### src/rtl/dbg_pkg.sv
// Shared definitions for the CPU debug unit: FSM state encoding and
// helpers that derive index and trace-entry field widths.
package dbg_pkg;

   typedef enum logic [1:0] {
      ST_RUN    = 2'd0,
      ST_HALTED = 2'd1,
      ST_STEP   = 2'd2
   } dbg_state_e;

   // Width of the saturating dropped-entry counter.
   localparam int DROP_W = 8;

   // Index width for n items, never below one bit.
   function automatic int idx_w(input int n);
      return (n > 1) ? $clog2(n) : 1;
   endfunction

   // Trace entry layout: {pc, wr_en, wr_addr, wr_data}.
   function automatic int entry_w(input int pc_w, input int reg_w, input int data_w);
      return pc_w + 1 + reg_w + data_w;
   endfunction

endpackage

### src/rtl/trace_fifo.sv
// First-word-fall-through trace FIFO. A push into a full FIFO is dropped and
// counted unless a pop happens in the same cycle.
module trace_fifo
   import dbg_pkg::*;
#(
   parameter int WIDTH = 68,
   parameter int DEPTH = 16,
   localparam int PTR_W = $clog2(DEPTH),
   localparam int CNT_W = $clog2(DEPTH + 1)
) (
   input  logic              clk,
   input  logic              rst,
   input  logic              push,
   input  logic [WIDTH-1:0]  din,
   input  logic              pop,
   output logic              valid,
   output logic [WIDTH-1:0]  dout,
   output logic [CNT_W-1:0]  count,
   output logic [DROP_W-1:0] drops
);

   logic [WIDTH-1:0] mem [DEPTH];
   logic [PTR_W-1:0] wr_ptr;
   logic [PTR_W-1:0] rd_ptr;
   logic             full;
   logic             do_pop;
   logic             do_push;
   logic             drop;

   assign full    = (count == CNT_W'(DEPTH));
   assign valid   = (count != '0);
   assign do_pop  = pop & valid;
   assign do_push = push & (~full | do_pop);
   assign drop    = push & full & ~do_pop;
   assign dout    = mem[rd_ptr];

   // Storage array: written on accepted pushes only.
   // NOTE: the memory has no reset; pointers and count define which slots are live.
   always_ff @(posedge clk) begin
      if (do_push) mem[wr_ptr] <= din;
   end

   // Pointers, occupancy and drop counter; pointers wrap naturally at DEPTH.
   // NOTE: sequential state uses non-blocking assignments so all flops update together.
   always_ff @(posedge clk or negedge rst) begin
      if (!rst) begin
         wr_ptr <= '0;
         rd_ptr <= '0;
         count  <= '0;
         drops  <= '0;
      end else begin
         if (do_push) wr_ptr <= wr_ptr + 1'b1;
         if (do_pop)  rd_ptr <= rd_ptr + 1'b1;
         case ({do_push, do_pop})
            2'b10:   count <= count + 1'b1;
            2'b01:   count <= count - 1'b1;
            default: count <= count;
         endcase
         if (drop && (drops != '1)) drops <= drops + 1'b1;
      end
   end

endmodule

### src/rtl/cpu_debug_unit.sv
// CPU debug unit: halt/step/resume control with PC breakpoints, a
// synchronised halt button and a trace FIFO of retired instructions.
module cpu_debug_unit
   import dbg_pkg::*;
#(
   parameter int PC_W   = 32,
   parameter int DATA_W = 32,
   parameter int NREGS  = 8,
   parameter int DEPTH  = 16,
   parameter int NBP    = 2,
   localparam int REG_W = idx_w(NREGS),
   localparam int IDX_W = idx_w(NBP),
   localparam int ENT_W = entry_w(PC_W, REG_W, DATA_W),
   localparam int CNT_W = $clog2(DEPTH + 1)
) (
   input  logic              clk,
   input  logic              rst,
   input  logic              halt_button,
   input  logic              retire,
   input  logic [PC_W-1:0]   retire_pc,
   input  logic              wr_en,
   input  logic [REG_W-1:0]  wr_addr,
   input  logic [DATA_W-1:0] wr_data,
   input  logic              resume,
   input  logic              step,
   input  logic              bp_we,
   input  logic [IDX_W-1:0]  bp_idx,
   input  logic [PC_W-1:0]   bp_addr,
   input  logic              bp_en,
   output logic              cpu_stall,
   output logic              halted,
   input  logic              trace_rd,
   output logic              trace_valid,
   output logic [ENT_W-1:0]  trace_entry,
   output logic [CNT_W-1:0]  trace_count,
   output logic [DROP_W-1:0] trace_drops
);

   dbg_state_e        state;
   dbg_state_e        state_next;
   logic [1:0]        sync;
   logic              sync_prev;
   logic              halt_req;
   logic [PC_W-1:0]   bp_addr_q [NBP];
   logic [NBP-1:0]    bp_en_q;
   logic              bp_hit;
   logic [REG_W-1:0]  ent_addr;
   logic [DATA_W-1:0] ent_data;

   // Two-flop synchroniser, edge detect, and a registered one-cycle halt pulse.
   always_ff @(posedge clk or negedge rst) begin
      if (!rst) begin
         sync      <= '0;
         sync_prev <= 1'b0;
         halt_req  <= 1'b0;
      end else begin
         sync      <= {sync[0], halt_button};
         sync_prev <= sync[1];
         halt_req  <= sync[1] & ~sync_prev;
      end
   end

   // Breakpoint slot registers; a write becomes visible the following cycle.
   always_ff @(posedge clk or negedge rst) begin
      if (!rst) begin
         bp_en_q <= '0;
         for (int i = 0; i < NBP; i++) bp_addr_q[i] <= '0;
      end else if (bp_we) begin
         for (int i = 0; i < NBP; i++) begin
            if (bp_idx == IDX_W'(i)) begin
               bp_addr_q[i] <= bp_addr;
               bp_en_q[i]   <= bp_en;
            end
         end
      end
   end

   // Compare the retiring PC against the registered (pre-write) breakpoints.
   // NOTE: combinational outputs get a default first so no latch is inferred.
   always_comb begin
      bp_hit = 1'b0;
      for (int i = 0; i < NBP; i++) begin
         if (bp_en_q[i] && (bp_addr_q[i] == retire_pc)) bp_hit = 1'b1;
      end
   end

   // Control state register.
   always_ff @(posedge clk or negedge rst) begin
      if (!rst) state <= ST_RUN;
      else      state <= state_next;
   end

   // Next-state logic; resume has priority over step, breakpoints only act in RUN.
   always_comb begin
      state_next = state;
      case (state)
         ST_RUN:    if (halt_req || (retire && bp_hit)) state_next = ST_HALTED;
         ST_HALTED: begin
            if (resume)    state_next = ST_RUN;
            else if (step) state_next = ST_STEP;
         end
         ST_STEP:   if (halt_req || retire) state_next = ST_HALTED;
         default:   state_next = ST_RUN;
      endcase
   end

   assign halted    = (state == ST_HALTED);
   assign cpu_stall = (state == ST_HALTED);

   // Register fields are zeroed when the instruction wrote nothing.
   assign ent_addr = wr_en ? wr_addr : '0;
   assign ent_data = wr_en ? wr_data : '0;

   trace_fifo #(
      .WIDTH (ENT_W),
      .DEPTH (DEPTH)
   ) u_trace_fifo (
      .clk   (clk),
      .rst   (rst),
      .push  (retire),
      .din   ({retire_pc, wr_en, ent_addr, ent_data}),
      .pop   (trace_rd),
      .valid (trace_valid),
      .dout  (trace_entry),
      .count (trace_count),
      .drops (trace_drops)
   );

endmodule

### config.mk
export PLATFORM = sky130hd
export DESIGN_NAME = cpu_debug_unit
export DESIGN_NICKNAME = d
export VERILOG_FILES = /design/src/rtl/dbg_pkg.sv /design/src/rtl/trace_fifo.sv /design/src/rtl/cpu_debug_unit.sv
export SDC_FILE = /design/constraint.sdc
export NUM_CORES = 1
export LEC_CHECK = 0
export ABC_AREA = 1
export CAP_MARGIN = 30
export CORE_UTILIZATION = 45
export CTS_BUF_LIST = sky130_fd_sc_hd__clkbuf_4 sky130_fd_sc_hd__clkbuf_8
export CTS_CLUSTER_SIZE = 40
export DETAILED_ROUTE_END_ITERATION = 6
export GPL_TIMING_DRIVEN = 0
export PLACE_DENSITY = 0.74
export SLEW_MARGIN = 20
export SYNTH_ARGS = -nofsm -noshare
export SYNTH_HDL_FRONTEND = slang
export SYNTH_SLANG_ARGS = --single-unit
### constraint.sdc
create_clock -name clk -period 3.9 [get_ports clk]
set_input_delay 0.585 -clock clk [delete_from_list [all_inputs] [get_ports clk]]
set_output_delay 0.585 -clock clk [all_outputs]
set_load 0.005 [all_outputs]
==> reports/results.ini <==
[worst_setup_path]
rr_endpoint = u_trace_fifo.count[4]$_DFFE_PN0P_
cp-startpoint = u_trace_fifo.rd_ptr[0]$_DFFE_PN0N_
r2r_start = u_trace_fifo.count[1]$_DFFE_PN0P_
required_ns = 3.31
critPathCaptureType = output pin
crit_fanout = 11
start_kind = register
worstPathArrival_ns = 3.34
worstSetupPathType = reg -> out
ff2ff_path_depth = 13
r2r_setup_slack_ns = 0.77

[sta]
min_period_over_period_pct = 101
tightestPinTransition_ns = 0.977
period_minus_slack_ns = 3.92
slew_viol_final = 0
setup_tns_ns = -0.0338
hold_slack_ns = 0.173
relSlewSlack_pct = 34.7
rsz0062_at_grt = true
worst_slack_ns = -0.0248
max_clock_freq_mhz = 255
skew_ns = 0.0484
hold_violations = 0
setup_viol = 2

[place]
gp_congestion = 0.854
placed_cells = 5011
numPortBuffers = 193
dpl.hpwl_um = 92600

[yosys]
ys_types = 38
synth_mux_area_share_pct = 4.37
syn_inst = 3374
synth-compound-area-share_pct = 9.90
synth-seq-cells = 1181
synth_top_family_by_area = compound AO/OA/AOI/OAI gates
syn_area_mm2 = 0.0472
synth_fp_nets = 3495
yosys_warnings = 0
synth-simple-area-share_pct = 7.23
synth_xor_area_share_pct = 0.723
synth_fa_ha_area_share_pct = 0.307
synth_seq_area_share_pct = 74.1
avgSynthCellArea_um2 = 14.0

[die]
num_io_pins = 194
initial_utilization_pct = 45.5
core_mm2 = 0.104
die_area_mm2 = 0.106
dieWidth_um = 326
fp.dieH_um = 326
rows = 118

[drt]
first_pass_iters = 6
via_count = 31600
wl_met3_um = 17500
ant_nets = 0
wl_met2_um = 66700
drtIter0Drc = 4578
drc = 0
drt-total-wl_um = 141000
avgRoutedWirePerCell_um = 26.3
wl_met1_um = 51200
routed.top_layer = met4
routed_via_density = 5.92

[clock_tree]
clock_path_buffers = 3
clockRootBuffer = clkbuf_8
path_clk_slew_ns = 0.06
cts_tree = done
htreeDepth = 4
cts_buffers = 180
clock-sinks = 1181
clock_latency_ns = 0.88

[run_status]
violations = negative setup slack
outcome = finished, violations left

[final_layout]
drive_gt1_share_pct = 15.1
fin_nets = 3938
final_cells = 5342
mostFrequentLayoutCells = edfxtp_1 (1088), nor2_1 (449), o21ai_0 (362)
area_delta_synth_final_pct = 20.5
layout_commonest_cell = edfxtp_1
final_util_pct = 54.8

[power_and_ir_drop]
peakVddDrop_mv = 0.382
p_total_mw = 42.2
cellPowerDensity_mw_per_mm2 = 741
leakage_nw = 20.3

[run]
max_cap_viol_count = 0

[grt]
grt-ovfl-total = 0
grt_start_max_net_pins = 49
grt_pass1_wl_um = 202000
grtUsageTotal_pct = 26.0
grt_pass1_vias = 30900
antenna_found_initial = 4

[worst_hold_path]
hold_path.class = in -> reg
whs_path_depth = 1
hold_path_end = sync[0]$_DFF_PN0_
holdCritStartpoint = halt_button

==> metrics by stage <==
stage / worst slack, ns / area (µm²)
floorplan: -0.485 / 47200
global placement: -4.94 / 50900
detailed placement: -0.320 / 52500
CTS: -0.0503 / 56800
global route: -0.0732 / 56900
finish: -0.0248 / 56900
==> synth_stat cells, drive strengths merged <==
| cell | instances | area, µm² |
|---|---|---|
| ha | 10 | 125 |
| clkbuf | 156 | 597 |
| a21boi | 1 | 7.51 |
| nor3b | 2 | 15.0 |
| o211ai | 59 | 443 |
| or2 | 1 | 6.26 |
| clkinv | 1 | 3.75 |
| a31oi | 1 | 6.26 |
| a21oi | 2 | 10.0 |
| a211oi | 1 | 7.51 |
| o21ai | 366 | 1830 |
| nor2 | 466 | 1750 |
| nand4 | 5 | 31.3 |
| mux2 | 1 | 11.3 |
| buf | 66 | 447 |
| xnor2 | 20 | 175 |
| o221ai | 205 | 1800 |
| o32ai | 59 | 517 |
| dfrtp | 93 | 2330 |
| inv | 145 | 544 |
| nand2 | 296 | 1110 |
| xor2 | 19 | 166 |
| nand3 | 84 | 420 |
| and2 | 1 | 6.26 |
| nor3 | 10 | 50.1 |
| mux2i | 205 | 2050 |
| edfxtp | 1088 | 32700 |
| nor4 | 1 | 21.3 |
| o22ai | 9 | 56.3 |
| fa | 1 | 20.0 |
==> area by class of cell <==
| type | instances | area [µm²] |
|---|---|---|
| flip-flops and latches | 1181 | 35000 |
| clock buffers | 256 | 3090 |
| plain buffers | 218 | 1660 |
| clock inverters | 69 | 493 |
| diodes | 2 | 5.00 |
| inverters | 146 | 554 |
| well taps | 1380 | 1730 |
| multi-input cells | 1825 | 10900 |
| repair buffers | 265 | 3510 |
| fillers | 8108 | 46900 |
==> worst max-delay path, cell delays in order, from the launching register on <==
cell and delay (ns):
dfrtp_2 0.45, buf_12 0.18, buf_12 0.16, buf_4 0.21, nor2_1 0.14, o32ai_1 0.10
o211ai_1 0.72, nand2_1 0.24, clkdlybuf4s15_1 0.25
==> report_power, final <==
group | switching [mW] | internal, mW
Sequential | 0.393 | 15.2
Combinational | 10.5 | 5.95
Clock | 4.87 | 5.31
==> cell families after synthesis <==
family,after synthesis
buf+inv,368
fa+ha+maj,11
mux,206
xor+xnor,39
flops,1181
simple gates,866
compound gates,703
==> metal layers <==
| layer | track usage (%) | up-vias |
|---|---|---|
| met5 | 0 | - |
| met4 | 11.4 | 0 |
| met3 | 5.70 | 299 |
| met2 | 41.5 | 2286 |
| met1 | 34.4 | 15500 |
| li1 | - | 13600 |
==> worst max-delay path by stage <==
stage	end	slack [ns]	depth (start not counted)
finish	trace_entry[28]	-0.02	8
global route	trace_entry[45]	-0.07	9
CTS	trace_entry[29]	-0.05	9
detailed placement	trace_entry[50]	-0.32	9
global placement	u_trace_fifo.mem[5][30]$_DFFE_PP_	-4.94	7
floorplan	u_trace_fifo.mem[11][0]$_DFFE_PP_	-0.48	6
==> sequential cells by signal, summed over array words and instances (netlist names) <==
register	count
u_trace_fifo.mem	1088
bp_addr_q	64
u_trace_fifo.drops	8
u_trace_fifo.count	5
u_trace_fifo.rd_ptr	4
u_trace_fifo.wr_ptr	4
bp_en_q	2
state	2
sync	2
halt_req	1
sync_prev	1
==> what timing repair did <==
action	4_1_cts	5_1_grt
setup endpoints to repair	68	64
endpoints found under the hold margin	45	0
pin swaps	9	12
setup buffers	5	1
gates cloned	1	0
resized for setup	260	71
hold buffers	1	0
No activity file was read; power rests on OpenSTA's default activity.
